## src/rtl/nn_seq_classifier.sv

```systemverilog
// Two-layer perceptron classifier time-multiplexed over one signed Q8.8 MAC unit.
// Weights are loaded at run time; samples and results move through valid/ready handshakes.
module nn_seq_classifier #(
    parameter int N_IN  = 4,
    parameter int N_HID = 4,
    parameter int N_OUT = 3,
    parameter int IN_W  = 4,
    parameter int DW    = 16
) (
    input  logic                 clk,
    input  logic                 rst,
    input  logic                 wr_en,
    input  logic [7:0]           wr_addr,
    input  logic [DW-1:0]        wr_data,
    input  logic                 in_valid,
    output logic                 in_ready,
    input  logic [N_IN*IN_W-1:0] in_feat,
    output logic                 out_valid,
    input  logic                 out_ready,
    output logic [3:0]           species,
    output logic [DW-1:0]        score
);

    localparam int B1 = N_HID * (N_IN + 1);
    localparam int NW = B1 + N_OUT * (N_HID + 1);
    localparam int AW = DW + 8;

    localparam logic [7:0] LAST_IN  = 8'(N_IN - 1);
    localparam logic [7:0] LAST_HID = 8'(N_HID - 1);
    localparam logic [7:0] LAST_OUT = 8'(N_OUT - 1);
    localparam logic [7:0] NW8      = 8'(NW);
    localparam logic [7:0] NIN8     = 8'(N_IN);
    localparam logic [7:0] NHID8    = 8'(N_HID);
    localparam logic [7:0] B1_8     = 8'(B1);
    localparam logic [7:0] HB8      = 8'(N_HID * N_IN);
    localparam logic [7:0] OB8      = 8'(B1 + N_OUT * N_HID);

    localparam logic signed [AW-1:0] SMAX = AW'((2 ** (DW - 1)) - 1);
    localparam logic signed [AW-1:0] SMIN = AW'(-(2 ** (DW - 1)));

    localparam logic [DW:0] T_SAT   = (DW+1)'(5 * 256);
    localparam logic [DW:0] T_MID   = (DW+1)'(608);
    localparam logic [DW:0] ONE     = (DW+1)'(256);
    localparam logic [DW:0] C_MID   = (DW+1)'(216);
    localparam logic [DW:0] C_LOW   = (DW+1)'(160);
    localparam logic [DW:0] C_SMALL = (DW+1)'(128);

    // IDLE wait sample | HMAC/OMAC accumulate one term | HACT/OACT sigmoid | DONE hold result
    typedef enum logic [2:0] {IDLE, HMAC, HACT, OMAC, OACT, DONE} state_t;

    state_t                 state_q, state_d;
    logic [7:0]             neu_q, neu_d, term_q, term_d;
    logic signed [AW-1:0]   acc_q, acc_d;
    logic [N_IN*IN_W-1:0]   feat_q, feat_d;
    logic [3:0]             best_idx_q, best_idx_d, species_q, species_d;
    logic signed [DW-1:0]   best_sc_q, best_sc_d, score_q, score_d;
    logic signed [DW-1:0]   w_q [NW];
    logic signed [DW-1:0]   h_q [N_HID];

    logic [7:0]             widx, bidx;
    logic signed [DW-1:0]   w_sel, b_sel, x_sel;
    logic signed [2*DW-1:0] prod;
    logic signed [AW-1:0]   mac_term, acc_sum;
    logic signed [DW-1:0]   sat_x, act_y;
    logic signed [DW:0]     sx;
    logic [DW:0]            ax, y_pos, y_full;
    logic                   h_we, better, wr_ok;

    always_comb begin
        if (state_q == OMAC) begin
            widx = B1_8 + neu_q * NHID8 + term_q;
            bidx = OB8 + neu_q;
        end else begin
            widx = neu_q * NIN8 + term_q;
            bidx = HB8 + neu_q;
        end
        w_sel = '0;
        b_sel = '0;
        for (int j = 0; j < NW; j++) begin
            if (widx == 8'(j)) w_sel = w_q[j];
            if (bidx == 8'(j)) b_sel = w_q[j];
        end
        x_sel = '0;
        if (state_q == OMAC) begin
            for (int i = 0; i < N_HID; i++)
                if (term_q == 8'(i)) x_sel = h_q[i];
        end else begin
            for (int i = 0; i < N_IN; i++)
                if (term_q == 8'(i)) x_sel = DW'({feat_q[i*IN_W +: IN_W], 8'b0});
        end
        prod     = w_sel * x_sel;
        mac_term = AW'(prod >>> 8);
        acc_sum  = ((term_q == 8'd0) ? AW'(b_sel) : acc_q) + mac_term;
    end

    // Piecewise-linear sigmoid evaluated on |x|, mirrored for negative inputs.
    always_comb begin
        if (acc_q > SMAX)      sat_x = DW'(SMAX);
        else if (acc_q < SMIN) sat_x = DW'(SMIN);
        else                   sat_x = DW'(acc_q);
        sx = {sat_x[DW-1], sat_x};
        ax = sx[DW] ? -sx : sx;
        if (ax >= T_SAT)      y_pos = ONE;
        else if (ax >= T_MID) y_pos = (ax >> 5) + C_MID;
        else if (ax >= ONE)   y_pos = (ax >> 3) + C_LOW;
        else                  y_pos = (ax >> 2) + C_SMALL;
        y_full = sx[DW] ? ONE - y_pos : y_pos;
        act_y  = DW'(y_full);
        better = (neu_q == 8'd0) || (act_y > best_sc_q);
    end

    always_comb begin
        state_d    = state_q;
        neu_d      = neu_q;
        term_d     = term_q;
        acc_d      = acc_q;
        feat_d     = feat_q;
        best_idx_d = best_idx_q;
        best_sc_d  = best_sc_q;
        species_d  = species_q;
        score_d    = score_q;
        h_we       = 1'b0;
        in_ready   = 1'b0;
        out_valid  = 1'b0;
        unique case (state_q)
            IDLE: begin
                in_ready = 1'b1;
                if (in_valid) begin
                    feat_d  = in_feat;
                    neu_d   = '0;
                    term_d  = '0;
                    state_d = HMAC;
                end
            end
            HMAC: begin
                acc_d = acc_sum;
                if (term_q == LAST_IN) begin
                    term_d  = '0;
                    state_d = HACT;
                end else begin
                    term_d = term_q + 8'd1;
                end
            end
            HACT: begin
                h_we = 1'b1;
                if (neu_q == LAST_HID) begin
                    neu_d   = '0;
                    state_d = OMAC;
                end else begin
                    neu_d   = neu_q + 8'd1;
                    state_d = HMAC;
                end
            end
            OMAC: begin
                acc_d = acc_sum;
                if (term_q == LAST_HID) begin
                    term_d  = '0;
                    state_d = OACT;
                end else begin
                    term_d = term_q + 8'd1;
                end
            end
            OACT: begin
                if (better) begin
                    best_idx_d = 4'(neu_q);
                    best_sc_d  = act_y;
                end
                if (neu_q == LAST_OUT) begin
                    species_d = better ? 4'(neu_q) : best_idx_q;
                    score_d   = better ? act_y : best_sc_q;
                    neu_d     = '0;
                    state_d   = DONE;
                end else begin
                    neu_d   = neu_q + 8'd1;
                    state_d = OMAC;
                end
            end
            DONE: begin
                out_valid = 1'b1;
                if (out_ready) state_d = IDLE;
            end
            default: state_d = IDLE;
        endcase
    end

    assign wr_ok   = wr_en && (state_q == IDLE) && (wr_addr < NW8);
    assign species = species_q;
    assign score   = score_q;

    always_ff @(posedge clk or posedge rst) begin
        if (rst) begin
            state_q    <= IDLE;
            neu_q      <= '0;
            term_q     <= '0;
            acc_q      <= '0;
            feat_q     <= '0;
            best_idx_q <= '0;
            best_sc_q  <= '0;
            species_q  <= '0;
            score_q    <= '0;
            for (int j = 0; j < NW; j++) w_q[j] <= '0;
            for (int i = 0; i < N_HID; i++) h_q[i] <= '0;
        end else begin
            state_q    <= state_d;
            neu_q      <= neu_d;
            term_q     <= term_d;
            acc_q      <= acc_d;
            feat_q     <= feat_d;
            best_idx_q <= best_idx_d;
            best_sc_q  <= best_sc_d;
            species_q  <= species_d;
            score_q    <= score_d;
            if (wr_ok)
                for (int j = 0; j < NW; j++)
                    if (wr_addr == 8'(j)) w_q[j] <= wr_data;
            if (h_we)
                for (int i = 0; i < N_HID; i++)
                    if (neu_q == 8'(i)) h_q[i] <= act_y;
        end
    end

endmodule
```

## config.mk

```make
export PLATFORM = sky130hd
export DESIGN_NAME = nn_seq_classifier
export DESIGN_NICKNAME = d
export VERILOG_FILES = /design/src/rtl/nn_seq_classifier.sv
export SDC_FILE = /design/constraint.sdc
export NUM_CORES = 2
export LEC_CHECK = 0
export BUFFER_PORTS_ARGS = -buffer_cell sky130_fd_sc_hd__buf_2
export CAP_MARGIN = 20
export CORE_MARGIN = 1.5
export CORE_UTILIZATION = 55
export DETAILED_ROUTE_END_ITERATION = 12
export PLACE_DENSITY_LB_ADDON = 0.25
export SYNTH_ARGS = -nofsm -noshare
export SYNTH_HDL_FRONTEND = slang
export SYNTH_SLANG_ARGS = --single-unit
```

## constraint.sdc

```tcl
create_clock -name clk -period 29.3 [get_ports clk]
set_clock_uncertainty 0.1 [all_clocks]
set_input_delay 5.86 -clock clk [delete_from_list [all_inputs] [get_ports clk]]
set_output_delay 5.86 -clock clk [all_outputs]
set_load 0.05 [all_outputs]
```

; ---- After elaboration in Yosys (flattened, before gate mapping)
; Cells that the tools add are included.
; W data, S select, Z words.
[totals]
ff_bits = 723
out_inout_bits = 22
elab_cells = 349
[classes]
addsub = 13
multipliers = 1
order_cmp = 7
eq_ne = 117
mux = 107
reduce_logical = 56
[op_table]
columns = cell, count
row1 = $mux W16, 85
row2 = $eq A8 B5 Y1 const B, 48
row3 = $eq A8 B4 Y1 const B, 24
row4 = $eq A8 B3 Y1 const B, 12
row5 = $reduce_and A2 Y1, 43
row6 = $eq A8 B2 Y1 const B, 10
row7 = $eq A8 B6 Y1 const B, 9
row8 = $mux W8, 6
row9 = $eq A8 B1 Y1 const B, 5
row10 = $logic_not A8 Y1, 5
row11 = $mul A16 B16 Y32, 1
row12 = $add A24 B24 Y24, 1
row13 = $gt A24 B16 Y1 const B, 1
row14 = $lt A24 B16 Y1 const B, 1
row15 = $mux W24, 1
row16 = $pmux W8 S3, 1
row17 = $pmux W3 S6, 1
row18 = $ge A17 B10 Y1 const B, 1
row19 = $ge A17 B11 Y1 const B, 1
row20 = $ge A17 B9 Y1 const B, 1
row21 = $mux W17, 1
row22 = $neg A16 Y17, 1
row23 = $add A15 B8 Y16 const B, 1
row24 = $add A5 B8 Y8 const A, 2
row25 = other kinds (26), 39

; ---- Depth between registers and ports, before layout
[logic_depth]
depth_word = 41
mapped_depth = 60
depth_no_buf = 56

; ---- Worst setup path after synthesis
; No wires, ideal clock.
[synth_path]
path_kind = register to register
from = register neu_q[0]
to = register acc_q[23]
setup_time_ns = 0.087
arrival_ns = 12.015
required_time_ns = 29.113
path_slack_ns = 17.098
stages_incl_launch_ff = 59
period_less_slack_ns = 12.202
path_cell_list = dfrtp_1 inv_1 ha_1 inv_1 ha_1 fa_1 nand3b_1 o311ai_1 xnor2_1 or3_1 buf_6 a21oi_2 buf_4 nand2_1 clkbuf_1 nor2_1 a311oi_1 a211oi_1 (+23 left out) o21a_1 o21a_1 o21a_1 or2_1 xor2_1 ha_1 nor3_1 a2111oi_0 o31ai_1 nand2_1 a21o_1 a211oi_1 a211o_1 o21bai_1 a21oi_1 xnor3_1 o211a_1 a211oi_2
[synth_via]
elab_chain_cells = 41
elab_cells_between_ends = 150
classes_between = 6 x add/sub / 1 x mul / 68 x eq/ne / 73 x mux / 2 x reduce/logical
[synth_lines]
columns = item, line
row1 = "start, declared", 52  ; logic [7:0] neu_q, neu_d, term_q, term_d;
row2 = "start signal, assigned", 205  ; neu_q <= neu_d;
row3 = $add A5 B8 Y8, 71  ; widx = B1_8 + neu_q * NHID8 + term_q;
row4 = $add A8 B8 Y8, 71
row5 = $mux W8, 70  ; if (state_q == OMAC) begin
row6 = $logic_not A8 Y1, 80  ; if (widx == 8'(j)) w_sel = w_q[j];
row7 = $mux W16 (35 in a row), 80
row8 = $mul A16 B16 Y32, 91  ; prod = w_sel * x_sel;
row9 = $add A24 B24 Y24 *, 93  ; acc_sum = ((term_q == 8'd0) ? AW'(b_sel) : acc_q) + mac_term;
row10 = "end signal, assigned", 195  ; acc_q <= '0;
row11 = "end signal, assigned", 207  ; acc_q <= acc_d;
row12 = "end, declared", 53  ; logic signed [AW-1:0] acc_q, acc_d;
; Every way passes the cells marked *; elsewhere a longest branch is shown, timed or not.
; A chain may end at the register's enable or synchronous reset.

; ---- Worst setup path in the final report
; Ends and elaborated chain as after synthesis.

==> results by stage <==
Synthesis:
- By count the netlist is led by sky130_fd_sc_hd__dfrtp_1, sky130_fd_sc_hd__mux2_2, sky130_fd_sc_hd__nand2_1.
- The flip-flop cell with the highest count after synthesis is sky130_fd_sc_hd__dfrtp_1.
- The number of enable-type register cells in the synthesized netlist is 0.
- The synthesized net count is 5744.
- Sequential cells were found to cover between 30% and 40% of the synthesized design area.
- Counting every instance in the synthesized netlist gives 5285.
- After synthesis, the largest area contributor takes up a little over a third of total cell area.
- The cell type with the largest total area after synthesis is sky130_fd_sc_hd__dfrtp_1.
- The share of flip-flops with an asynchronous set or reset is 100%.
- The synthesized design contains around 720 register bits.
- The count of unique library cells instantiated by Yosys is 112.
- The Yosys step of the flow raised 0 warnings.
- Ranked by total cell area, the synthesized netlist is headed by sky130_fd_sc_hd__dfrtp_1, sky130_fd_sc_hd__mux2_2, sky130_fd_sc_hd__fa_1.
- The average footprint of a synthesized cell is between 9 and 10 µm².
- The netlist area before placement is between 50000 and 60000 µm².
- The most frequent cell after synthesis is sky130_fd_sc_hd__dfrtp_1.

Timing:
- The final hold slack is around 0.37 ns.
- For the finished layout, the period the worst path requires is 15.45 ns.
- The highest attainable clock frequency is between 0.06 and 0.07 GHz.
- The final setup violation count is 0.
- The number of hold-slack violations in the final timing report is 0.
- Setup repair after global routing left no endpoint under its margin.
- The count of pins over their slew limit is 0.
- The relative slew slack is 13.2%.
- For the pin with the worst max-slew slack, the measured transition is approximately 1.3 ns.
- The final period utilization is 52.7%.
- The final-layout setup total negative slack is 0 ns.

Min path:
- In this run the most critical hold path is launched from species[0].
- The worst min-delay path category is reg2reg.
- The worst hold path was traced through 2 stages.
- The worst hold path terminates at species[0].

Worst setup path:
- Broken down by cell family, the worst path's largest delay share belongs to adder cells.
- The arrival time at the worst endpoint is 15.87 ns.
- The critical path capture point type is a flip-flop.
- The maximum single-stage delay on the critical path is 0.71 ns.
- The startpoint type of the worst setup path is a flip-flop.
- The data required time of the worst path is between 20 and 30 ns.
- The worst register-to-register path ends at acc_q[23].
- The register-to-register setup slack is between 10 and 15 ns.
- The setup path with the least slack is of type reg2reg.
- The worst path buffer plus inverter count is 7.
- In this run the worst path has a maximum fanout of 23.
- Measured in cells, the most critical reg-to-reg path has a length of 55.
- The worst register-to-register path begins at neu_q[0].
- The largest individual stage delay along the critical path comes from the cell sky130_fd_sc_hd__nand3_1.
- Counting stages on the worst path, the most repeated cell is sky130_fd_sc_hd__fa_1.

Routing:
- In this run the remaining antenna-violating nets after routing total 0.
- The first detailed-routing pass ran for 10 iterations.
- The final layout contains routed wiring with a total length of around 210 mm.
- The total via count after detailed routing is 45700.
- The detailed router's first-iteration violation count is about 7000.
- Dividing the detail-routed wire length by the instance count gives around 32 µm.
- The number of remaining DRC errors is 0.
- The routed via count divided by cell count is 6.96.

Clock tree:
- The clock tree from TritonCTS is yes.
- The latest clock arrival within the worst-skew pair is 0.69 ns.
- After clock tree synthesis, the flow added hold-fix buffers numbering 0.
- The root buffer cell is sky130_fd_sc_hd__clkbuf_16.
- Buffers added to address setup during post-CTS repair amount to 0.
- Clock-pin slew was measured on the worst setup and hold paths at 0.06 ns.
- The clock net in this run drives a total of between 700 and 800 sinks.
- The deepest level of the CTS H-tree is 3.
- The clock passes through at most 3 buffers.
- The number of gates given a new drive strength after cts is 0.
- The number of clock buffers added by TritonCTS is between 80 and 90.

Placement:
- At the end of routability-driven placement, the weighted congestion stood at around 1.1.
- During placement, the flow inserted port buffers numbering 66.
- The HPWL after detailed placement is 151 mm.
- In this run the cell area measured after placement is between 50000 and 60000 µm².

Floorplan:
- The overall die height is 308 µm.
- The area of the placeable core is 91900 µm².
- The die covers roughly 95000 µm².
- The initial utilization of the core area, before any placement, comes to between 50% and 60%.
- Measured along the x axis, the die boundary spans 308 µm.
- The number of top-level pins is 67.
- The floorplan has between 100 and 150 rows.

Global routing:
- The total global routing track utilization is 44.0%.
- The largest net degree at the start of global routing is approximately 160.
- The total grt overflow is 0.
- The global-route wire length before repair is 303 mm.
- The number of antenna violations at the first check in global routing came to 8.
- The via count of the first global-routing pass is approximately 44000.

Layout:
- The layout cell share with drive strength beyond 1 is about a fifth.
- The layout-stage area growth over the synthesis result is 9.25%.
- The final standard cell area without fillers is about 56000 µm².
- The post-layout net count is between 5000 and 6000.

Outcome:
- The run finished with clean final reports.

Job:
- The reported max-cap violation count is 0.
## layout make-up
cell class | count | area (µm²)
antenna | 3 | 7.51
clock buffer | 117 | 2380
clock inverter | 23 | 308
fill | 7893 | 36000
inverter | 362 | 1370
multi-input combinational | 3857 | 30500
sequential | 723 | 18100
tap | 1243 | 1560
timing repair buffer | 237 | 1680
## flip-flops by register name, indices dropped and copies added (netlist names)
register    cells
w_q           560
h_q            64
acc_q          24
best_sc_q      16
feat_q         16
score          16
neu_q           8
term_q          8
best_idx_q      4
species         4
state_q         3
## per-stage QoR
step           instances  utilization (%)  setup slack [ns]
4_1_cts             6554             60.7             14.06
5_1_grt             6563             60.8             13.35
3_3_place_gp        6413             57.7             14.30
3_5_place_dp        6414             57.7             14.14
6_report            6565             60.8             13.85
2_1_floorplan       5285                -              3.06
## worst max-delay path by stage
stage                         from         to  slack (ns)  cells past startpoint
after floorplan                rst   acc_q[0]        3.06                      1
after global placement    neu_q[0]  acc_q[23]       14.30                     53
after detailed placement  neu_q[0]  acc_q[23]       14.14                     53
after CTS                 neu_q[0]  acc_q[23]       14.06                     53
after global routing      neu_q[0]  acc_q[23]       13.35                     55
final                     neu_q[0]  acc_q[23]       13.85                     55
## metal layers
layer,vias up,GRT usage [%],routed length [µm]
li1,18900,-,-
met1,22700,55.8,77400
met2,3247,64.2,88100
met3,829,13.8,25400
met4,14,29.8,17300
met5,-,0.568,148
## cells in the final DEF, fill, tap and decap left out, types with 25 or more instances in the layout
master and instances:
sky130_fd_sc_hd__dfrtp_1 723, sky130_fd_sc_hd__mux2_2 594, sky130_fd_sc_hd__nand2_1 499, sky130_fd_sc_hd__nor2_1 446
sky130_fd_sc_hd__inv_1 357, sky130_fd_sc_hd__fa_1 266, sky130_fd_sc_hd__a21oi_1 238, sky130_fd_sc_hd__o21ai_0 228
sky130_fd_sc_hd__buf_4 164, sky130_fd_sc_hd__ha_1 146, sky130_fd_sc_hd__nand3_1 135, sky130_fd_sc_hd__a221oi_1 96
sky130_fd_sc_hd__nor3_1 88, sky130_fd_sc_hd__clkbuf_16 83, sky130_fd_sc_hd__o22ai_1 74, sky130_fd_sc_hd__buf_2 67
sky130_fd_sc_hd__a22oi_1 63, sky130_fd_sc_hd__o221ai_1 63, sky130_fd_sc_hd__nand2b_1 55, sky130_fd_sc_hd__xnor2_1 53
sky130_fd_sc_hd__or3_1 46, sky130_fd_sc_hd__o21ai_1 46, sky130_fd_sc_hd__and3_1 46, sky130_fd_sc_hd__a211oi_1 43
sky130_fd_sc_hd__a221o_1 42, sky130_fd_sc_hd__o211ai_1 41, sky130_fd_sc_hd__a31oi_1 40, sky130_fd_sc_hd__nor2b_1 35
sky130_fd_sc_hd__a21o_1 31, sky130_fd_sc_hd__and2_1 27, sky130_fd_sc_hd__nand4_1 25
## kinds of logic (layout without fill, tap and decap cells)
group	Yosys count	after routing	synth area share, %
compound gates	1256	1256	17.2
mux	611	611	13.4
fa+ha+maj	414	414	14.0
xor+xnor	75	75	1.35
buf+inv	705	739	5.31
flops	723	723	35.4
simple gates	1501	1501	13.4
other cells	0	3	0
## worst reg2reg max path: cells and delay by family, from the launching register on
family,cells,cell delay [ns]
fa+ha+maj,11,4.50
simple gates,13,4.34
compound gates,21,4.17
xor+xnor,3,0.95
buf+inv,7,0.78
flops,1,0.47
Power is left out: the tool's default activity adds up to more than one toggle a clock period on the data nets, which glitch-free logic cannot reach.
